File: src/rtl/if_stage.sv
// Instruction-fetch stage: PC register, imem address, IF_ID pipeline register and redirect/stall handling.
// Optional performance counters (fetch_cnt, flush_cnt) are built when IF_PERF_CNT_EN is defined.
module if_stage #(
  parameter logic [31:0] RESET_VECTOR = 32'h80000000,
  parameter logic [31:0] INTR_VECTOR  = 32'h80000004,
  parameter logic [31:0] EXCP_VECTOR  = 32'h80000008,
  parameter logic [31:0] NOP_WORD     = 32'h00000000
) (
  input  logic        clk,
  input  logic        reset,
  input  logic        PC_IF_ID_Write,
  input  logic        Z,
  input  logic        J,
  input  logic        JR,
  input  logic [31:0] branch_target,
  input  logic [31:0] jump_target,
  input  logic [31:0] jr_target,
  input  logic        interrupt,
  input  logic        exception,
  input  logic [31:0] imem_rdata,
  output logic [31:0] imem_addr,
  output logic [31:0] PC,
  output logic [63:0] IF_ID,
  output logic [31:0] fetch_cnt,
  output logic [31:0] flush_cnt
);

  logic [31:0] pc_reg, pc_next;
  logic [63:0] if_id_reg, if_id_next;
  logic [31:0] pc_plus4;
  logic        do_fetch;
  logic        do_flush;

  // Bit 31 is the supervisor bit and never receives a carry from the low bits.
  assign pc_plus4  = {pc_reg[31], pc_reg[30:0] + 31'd4};
  assign imem_addr = {1'b0, pc_reg[30:0]};
  assign PC        = pc_reg;
  assign IF_ID     = if_id_reg;

  always_comb begin
    pc_next    = pc_reg;
    if_id_next = if_id_reg;
    do_fetch   = 1'b0;
    do_flush   = 1'b1;
    if (exception) begin
      pc_next    = EXCP_VECTOR;
      if_id_next = {pc_plus4, NOP_WORD};
    end else if (interrupt) begin
      pc_next    = INTR_VECTOR;
      if_id_next = {pc_plus4, NOP_WORD};
    end else if (!PC_IF_ID_Write) begin
      do_flush   = 1'b0;
    end else if (JR) begin
      // jr may drop to user mode but never raise the supervisor bit
      pc_next    = {pc_reg[31] & jr_target[31], jr_target[30:0]};
      if_id_next = {pc_plus4, NOP_WORD};
    end else if (J) begin
      pc_next    = {pc_reg[31], jump_target[30:0]};
      if_id_next = {pc_plus4, NOP_WORD};
    end else if (Z) begin
      pc_next    = {pc_reg[31], branch_target[30:0]};
      if_id_next = {pc_plus4, NOP_WORD};
    end else begin
      pc_next    = pc_plus4;
      if_id_next = {pc_plus4, imem_rdata};
      do_fetch   = 1'b1;
      do_flush   = 1'b0;
    end
  end

  always_ff @(posedge clk) begin
    if (reset) begin
      pc_reg    <= RESET_VECTOR;
      if_id_reg <= 64'h0;
    end else begin
      pc_reg    <= pc_next;
      if_id_reg <= if_id_next;
    end
  end

`ifdef IF_PERF_CNT_EN
  logic [31:0] fetch_cnt_reg, flush_cnt_reg;

  always_ff @(posedge clk) begin
    if (reset) begin
      fetch_cnt_reg <= 32'h0;
      flush_cnt_reg <= 32'h0;
    end else begin
      if (do_fetch) fetch_cnt_reg <= fetch_cnt_reg + 32'd1;
      if (do_flush) flush_cnt_reg <= flush_cnt_reg + 32'd1;
    end
  end

  assign fetch_cnt = fetch_cnt_reg;
  assign flush_cnt = flush_cnt_reg;
`else
  logic unused_cnt;
  assign unused_cnt = do_fetch ^ do_flush;
  assign fetch_cnt  = 32'h0;
  assign flush_cnt  = 32'h0;
`endif

endmodule

File: config.mk
export PLATFORM = sky130hd
export DESIGN_NAME = if_stage
export DESIGN_NICKNAME = d
export VERILOG_FILES = /design/src/rtl/if_stage.sv
export SDC_FILE = /design/constraint.sdc
export NUM_CORES = 1
export LEC_CHECK = 0
export ABC_AREA = 1
export CAP_MARGIN = 20
export CORE_AREA = 2 2 129 131
export CTS_CLUSTER_DIAMETER = 150
export DETAILED_ROUTE_END_ITERATION = 10
export DIE_AREA = 0 0 131 133
export PLACE_DENSITY = 0.72
export SYNTH_ARGS = -nofsm -noshare
export SYNTH_HDL_FRONTEND = slang
export SYNTH_SLANG_ARGS = --single-unit
File: constraint.sdc
create_clock -name clk -period 1.85 [get_ports clk]
set_input_delay 0.37 -clock clk [delete_from_list [all_inputs] [get_ports clk]]
set_output_delay 0.37 -clock clk [all_outputs]
set_load 0.005 [all_outputs]
==> impl_metrics.yaml, run 1 <==
power_and_ir_drop:
  p_leak_uw: 0.003653
  finalPower_uw: 4988
  p_per_area_nw_per_um2: 572.2
  ir_drop_mv: 0.4365
synth:
  yosysTopAreaCell: "dfxtp_1"
  async_flop_share_pct: 0
  ys_seq_area_share_pct: 33.36
  synth_cell_types: 37
  synthFlopType: "dfxtp_1"
  synth.area.top_cells: "dfxtp_1, buf_4, nand2_1"
  synth.avg_cell_area_um2: 6.915
  synth_seq_cells: 96
  synth_top_area_share_pct: 33.36
  post_synth_instance_area_um2: 5761
  synth_cells: 833
  synth_edf_count: 0
  yosysWarnings: 0
cts:
  cts-root-buf: "clkbuf_16"
  cts_max_level: 3
  cts_tree: "done"
  cts_inserted_buffers: 9
  clock_latency_ns: 0.35
  clk_pin_slew_ns: 0.07
  cts_buffer_depth: 2
  hold_buffers: 0
  cts.sinks: 96
drt:
  drtAntennaViolNets: 0
  drc: 0
  viasPerCell: 4.733
  dr.pass1.iters: 5
  wl_mm: 20.75
  wl_per_cell_um: 15.94
  num_vias: 6162
  drtIter0Drc: 321
worst_setup_path:
  r2r_end: "PC[16]"
  crit_arrival_ns: 1.43
  endpoint: "PC[15]"
  crit_start: "PC[15]"
  required_ns: 1.48
  cp_max_fo: 4
  r2r-start: "PC[2]"
  path_class: "reg2out"
  end_kind: "output port"
  ff2ff_path_depth: 10
  cp-start-kind: "register"
  rrSetupSlack_ns: 0.13
floorplan:
  ios: 328
  die_x_um: 131
  core-area_um2: 16170
  initial_core_util_pct: 35.62
  die_h_um: 133
  dieArea_um2: 17420
  row_count: 47
job:
  drv_cap: 0
timing:
  drv_slew: 0
  finalSetupViolations: 0
  min_period_over_period_pct: 97.47
  skew_ns: 0.01052
  min_period_ns: 1.803
  grt_setup_unrepaired: "no"
  fmax_mhz: 554.6
  fin_ws_ns: 0.04681
  hold_viol: 0
outcome:
  status: "completed"
global_routing:
  grt_max_degree: 46
  antenna_found_initial: 1
  grt_pass1_wl_mm: 31.83
  grt_pass1_vias: 5851
  grtUsageTotal_pct: 23.58
  globalRouteOverflowTotal: 0
hold_path:
  hold_path.class: "in2reg"
finish:
  area_delta_synth_final_pct: 51.35
  drive_gt1_share_pct: 9.528
  fin_nets: 1213
place:
  gp_congestion: 0.9420
  dp_hpwl_mm: 15.91
  io_buffers: 260
  pre_cts_ws_ns: -0.1268
-- cell usage after synthesis (13+ instances only) --
master	count
a21oi_1	33
a221oi_1	23
buf_4	96
clkbuf_1	31
dfxtp_1	96
inv_1	47
nand2_1	163
nand3_1	16
nor2_1	146
nor4_1	32
o211ai_1	13
o21ai_0	42
o21bai_1	14
-- layout by cell type (no fill, tap or decap), types with 5 or more instances in the layout --
cell type	synthesis	routed
buf_4	96	43
a21oi_1	33	33
inv_2	4	5
buf_12	0	6
o21ai_0	42	42
xor2_1	11	10
nor2_1	146	143
a221oi_1	23	23
clkdlybuf4s50_1	0	259
o211ai_1	13	13
o21bai_1	14	14
inv_1	47	46
nor2_4	9	9
nor4_1	32	32
clkbuf_16	0	9
nand3_1	16	16
nand2_1	163	163
dfxtp_1	96	93
conb_1	1	65
nor2_2	6	9
-- cell families (layout without fill, tap and decap cells) --
logic type / count (synthesis) / after routing / share of synthesized area [%]
compound gates: 140 / 140 / 15.62
other cells: 1 / 66 / 0.06510
fa+ha+maj: 1 / 1 / 0.2172
buf+inv: 193 / 377 / 19.07
simple gates: 387 / 387 / 29.26
flops: 96 / 96 / 33.36
xor+xnor: 15 / 15 / 2.411
-- power breakdown --
group          switching (uW)  leakage (uW)  internal [uW]
combinational             446       0.00273            557
clock                     865      0.000142            955
sequential               42.3      0.000782           2120
total                    1350       0.00365           3640
-- critical path: stages, from the launching register on --
cell and delay, ns:
dfxtp_1 0.41, buf_4 0.17, clkdlybuf4s50_1 0.51
-- through the flow --
stage | cell area (um2) | setup TNS [ns] | hold slack (ns) | util, % | instances
6_report | 8718 | 0 | 0.4563 | 53.91 | 1302
5_1_grt | 8716 | 0 | 0.4899 | 53.90 | 1301
4_1_cts | 8700 | 0 | 0.4512 | 53.80 | 1301
3_5_place_dp | 8416 | -2.722 | 0.4709 | 52.04 | 1285
3_3_place_gp | 8416 | -1.370 | 0.4631 | 52.04 | 1285
2_1_floorplan | 6001 | 0 | 0.4391 | - | 897
-- worst min-delay path by stage --
stage                              start         to  depth (start not counted)
after floorplan                    reset      PC[3]                          1
after global placement         IF_ID[33]  IF_ID[33]                          2
after detailed placement          PC[31]     PC[31]                          2
after CTS                 PC_IF_ID_Write      PC[2]                          4
after global routing      PC_IF_ID_Write      PC[2]                          4
final                     PC_IF_ID_Write      PC[2]                          4
-- repair_timing --
item                       CTS  global route
setup buffers                0             0
gates resized for setup      0             6
setup endpoints to repair    0            10
-- final cells by class --
class / instances / area (um2)
fillers: 1562 / 7453
repair buffers: 309 / 3040
multi-input cells: 608 / 2995
flip-flops and latches: 96 / 1926
well taps: 220 / 275.3
clock buffers: 10 / 239.0
inverters: 52 / 195.2
clock inverters: 6 / 45.04
diodes: 1 / 2.502
-- layer usage --
metal	track usage, %	vias to the layer above	wire length (um)
li1	-	3057	-
met1	29.58	2830	8673
met2	39.44	262	9924
met3	7.926	13	1935
met4	4.492	0	220
met5	0	-	0
-- sequential cells by signal (all words and copies together) (netlist names), named ones only --
register,cells
IF_ID,64
PC,30
Note: power is estimated with default switching activity, not from simulation.
==> run 2, diff against run 1 <==
--- a/config.mk
+++ b/config.mk
@@ -12,6 +12,7 @@
 export DETAILED_ROUTE_END_ITERATION = 10
 export DIE_AREA = 0 0 131 133
 export PLACE_DENSITY = 0.72
+export REMOVE_ABC_BUFFERS = 1
 export SYNTH_ARGS = -nofsm -noshare
 export SYNTH_HDL_FRONTEND = slang
 export SYNTH_SLANG_ARGS = --single-unit
==> run 2 against run 1 <==
Against the previous run:
- total power up 4.0%
- core utilization up 0.47 points
- highest routed layer unchanged
- largest cell class unchanged
- flip-flop and latch count unchanged
- critical endpoint is now PC[13]
- die area unchanged
- register-to-register slack better by 0.03 ns
- non-clock buffer count up 1
- global-route usage down 1.0 points
- critical path depth unchanged
- maximum frequency up 1.1%
- sequential share of layout area down 0.19 points
==> impl_metrics.yaml, run 2 (synthesis gave the netlist of run 1 again) <==
outcome:
  status: "completed"
timing:
  skew_ns: 0.008496
  hold_viol: 0
  drv_slew: 0
  min_period_over_period_pct: 96.45
  fin_tns_setup_ns: 0
  fmax_mhz: 560.4
  min_period_ns: 1.784
  finalSetupViolations: 0
power_and_ir_drop:
  internal-power_uw: 3801
  ir_drop_mv: 0.3957
  power_frac_seq_pct: 41.8
  p_per_area_nw_per_um2: 590.2
  p_sw_uw: 1389
  p_leak_uw: 0.003676
  clockPowerShare_pct: 38.7
  swShare_pct: 26.76
  p_comb_share_pct: 19.5
worst_setup_path:
  crit_path_cell_trace: "buf_4, clkdlybuf4s50_1"
  cp_slowest_stage_delay_ns: 0.52
  cp-start-kind: "register"
  r2r-start: "PC[3]"
  cp_max_fo: 5
  crit_arrival_ns: 1.41
  rrSetupSlack_ns: 0.16
  end_kind: "output port"
  cp_num_buf_inv: 2
  r2r_end: "PC[28]"
  crit_slowest_cell: "clkdlybuf4s50_1"
  ff2ff_path_depth: 10
  required_ns: 1.48
  crit_family: "buffers and inverters"
  path_class: "reg2out"
global_routing:
  grt_max_degree: 52
  grtUsageTotal_pct: 22.56
  grt_pass1_vias: 5936
  antenna_found_initial: 0
  grt_pass1_wl_mm: 30.55
  globalRouteOverflowTotal: 0
place:
  place_inst: 1285
  detailed_place.area_um2: 8456
  io_buffers: 260
  gp_congestion: 0.9143
  dp_hpwl_mm: 15.23
cts:
  hold_buffers: 0
  cts-root-buf: "clkbuf_16"
  cts_buffer_depth: 2
  cts.sinks: 96
  clk_pin_slew_ns: 0.08
  cts_tree: "done"
  cts_max_level: 3
  cts_inserted_buffers: 9
  clock_latency_ns: 0.35
finish:
  finalNonFillerCells: 1302
  num_antenna_cells: 0
  fill_cells: 1584
  stdcell_area_um2: 8795
  drive_gt1_share_pct: 9.797
  final_cell_mix: "clkdlybuf4s50_1, nand2_1, nor2_1"
  fin_nets: 1214
  largest_register_ffs: 64
  area_delta_synth_final_pct: 52.67
  final_common_cell: "clkdlybuf4s50_1"
floorplan:
  die_h_um: 133
  row_count: 47
  die_x_um: 131
  core-area_um2: 16170
  initial_core_util_pct: 35.62
  dieArea_um2: 17420
  ios: 328
drt:
  drtIter0Drc: 349
  viasPerCell: 4.740
  drtAntennaViolNets: 0
  num_vias: 6171
  wl_mm: 20.27
  wl_per_cell_um: 15.57
  drc: 0
  dr.pass1.iters: 5
hold_path:
  hold_path.class: "in2reg"
  hold-path-endpoint: "PC[3]"
  hold_path_startpoint: "PC_IF_ID_Write"
  holdPathStages: 4
job:
  drv_cap: 0
==> run 2: per-layer routing <==
metal	vias to the layer above	track usage, %	part of all wire, %
met5	-	0	0
met4	0	6.147	1.6
met3	27	5.944	8.9
met2	275	38.72	48
met1	2818	27.68	41
li1	3051	-	-
==> run 2: worst register-to-register path, delay by kind of cell, from the launching register on <==
kind                     cells  cell delay (ns)
AO/OA/AOI/OAI                1             0.13
adder cells (fa/ha/maj)      1             0.21
flip-flops                   1             0.34
AND/OR/NAND/NOR              8             0.93
==> run 2: metrics by stage <==
stage	setup WS (ns)	utilization (%)	total power [uW]	hold WS, ns
floorplan	-0.5885	-	2545	0.4391
global placement	-0.05713	52.29	3214	0.4632
detailed placement	-0.06127	52.29	3227	0.4736
CTS	0.03128	54.25	5236	0.4205
global route	-0.01277	54.38	5420	0.4572
finish	0.06571	54.38	5190	0.4481
==> run 2: cell type report <==
type / instances / area, um2 / area share, %
Sequential cell: 96 / 1926 / 21.90
Clock buffer: 10 / 239.0 / 2.717
Timing Repair Buffer: 310 / 3085 / 35.08
Inverter: 52 / 195.2 / 2.219
Tap cell: 220 / 275.3 / 3.130
Clock inverter: 6 / 76.32 / 0.8678
Multi-Input combinational cell: 608 / 2998 / 34.09
==> run 2: what timing repair did <==
action	CTS	global route
buffers inserted	0	1
setup endpoints to repair	3	9
resized for setup	2	5
pin swaps	0	2
==> run 2: power groups by stage <==
stage / Clock [uW] / Combinational, uW / Sequential (uW)
finish: 2010 / 1010 / 2170
global route: 2140 / 1110 / 2180
CTS: 2050 / 1010 / 2170
detailed placement: 0 / 1010 / 2220
global placement: 0 / 1000 / 2210
floorplan: 0 / 324 / 2220
==> run 2: how the worst max path moves through the flow <==
stage	depth (start not counted)	slack (ns)	from	to
global route	11	-0.01	PC[2]	PC[28]
CTS	2	0.03	PC[13]	PC[13]
finish	2	0.07	PC[13]	PC[13]
detailed placement	7	-0.06	J	register
floorplan	4	-0.59	PC_IF_ID_Write	register
global placement	7	-0.06	J	PC[10]
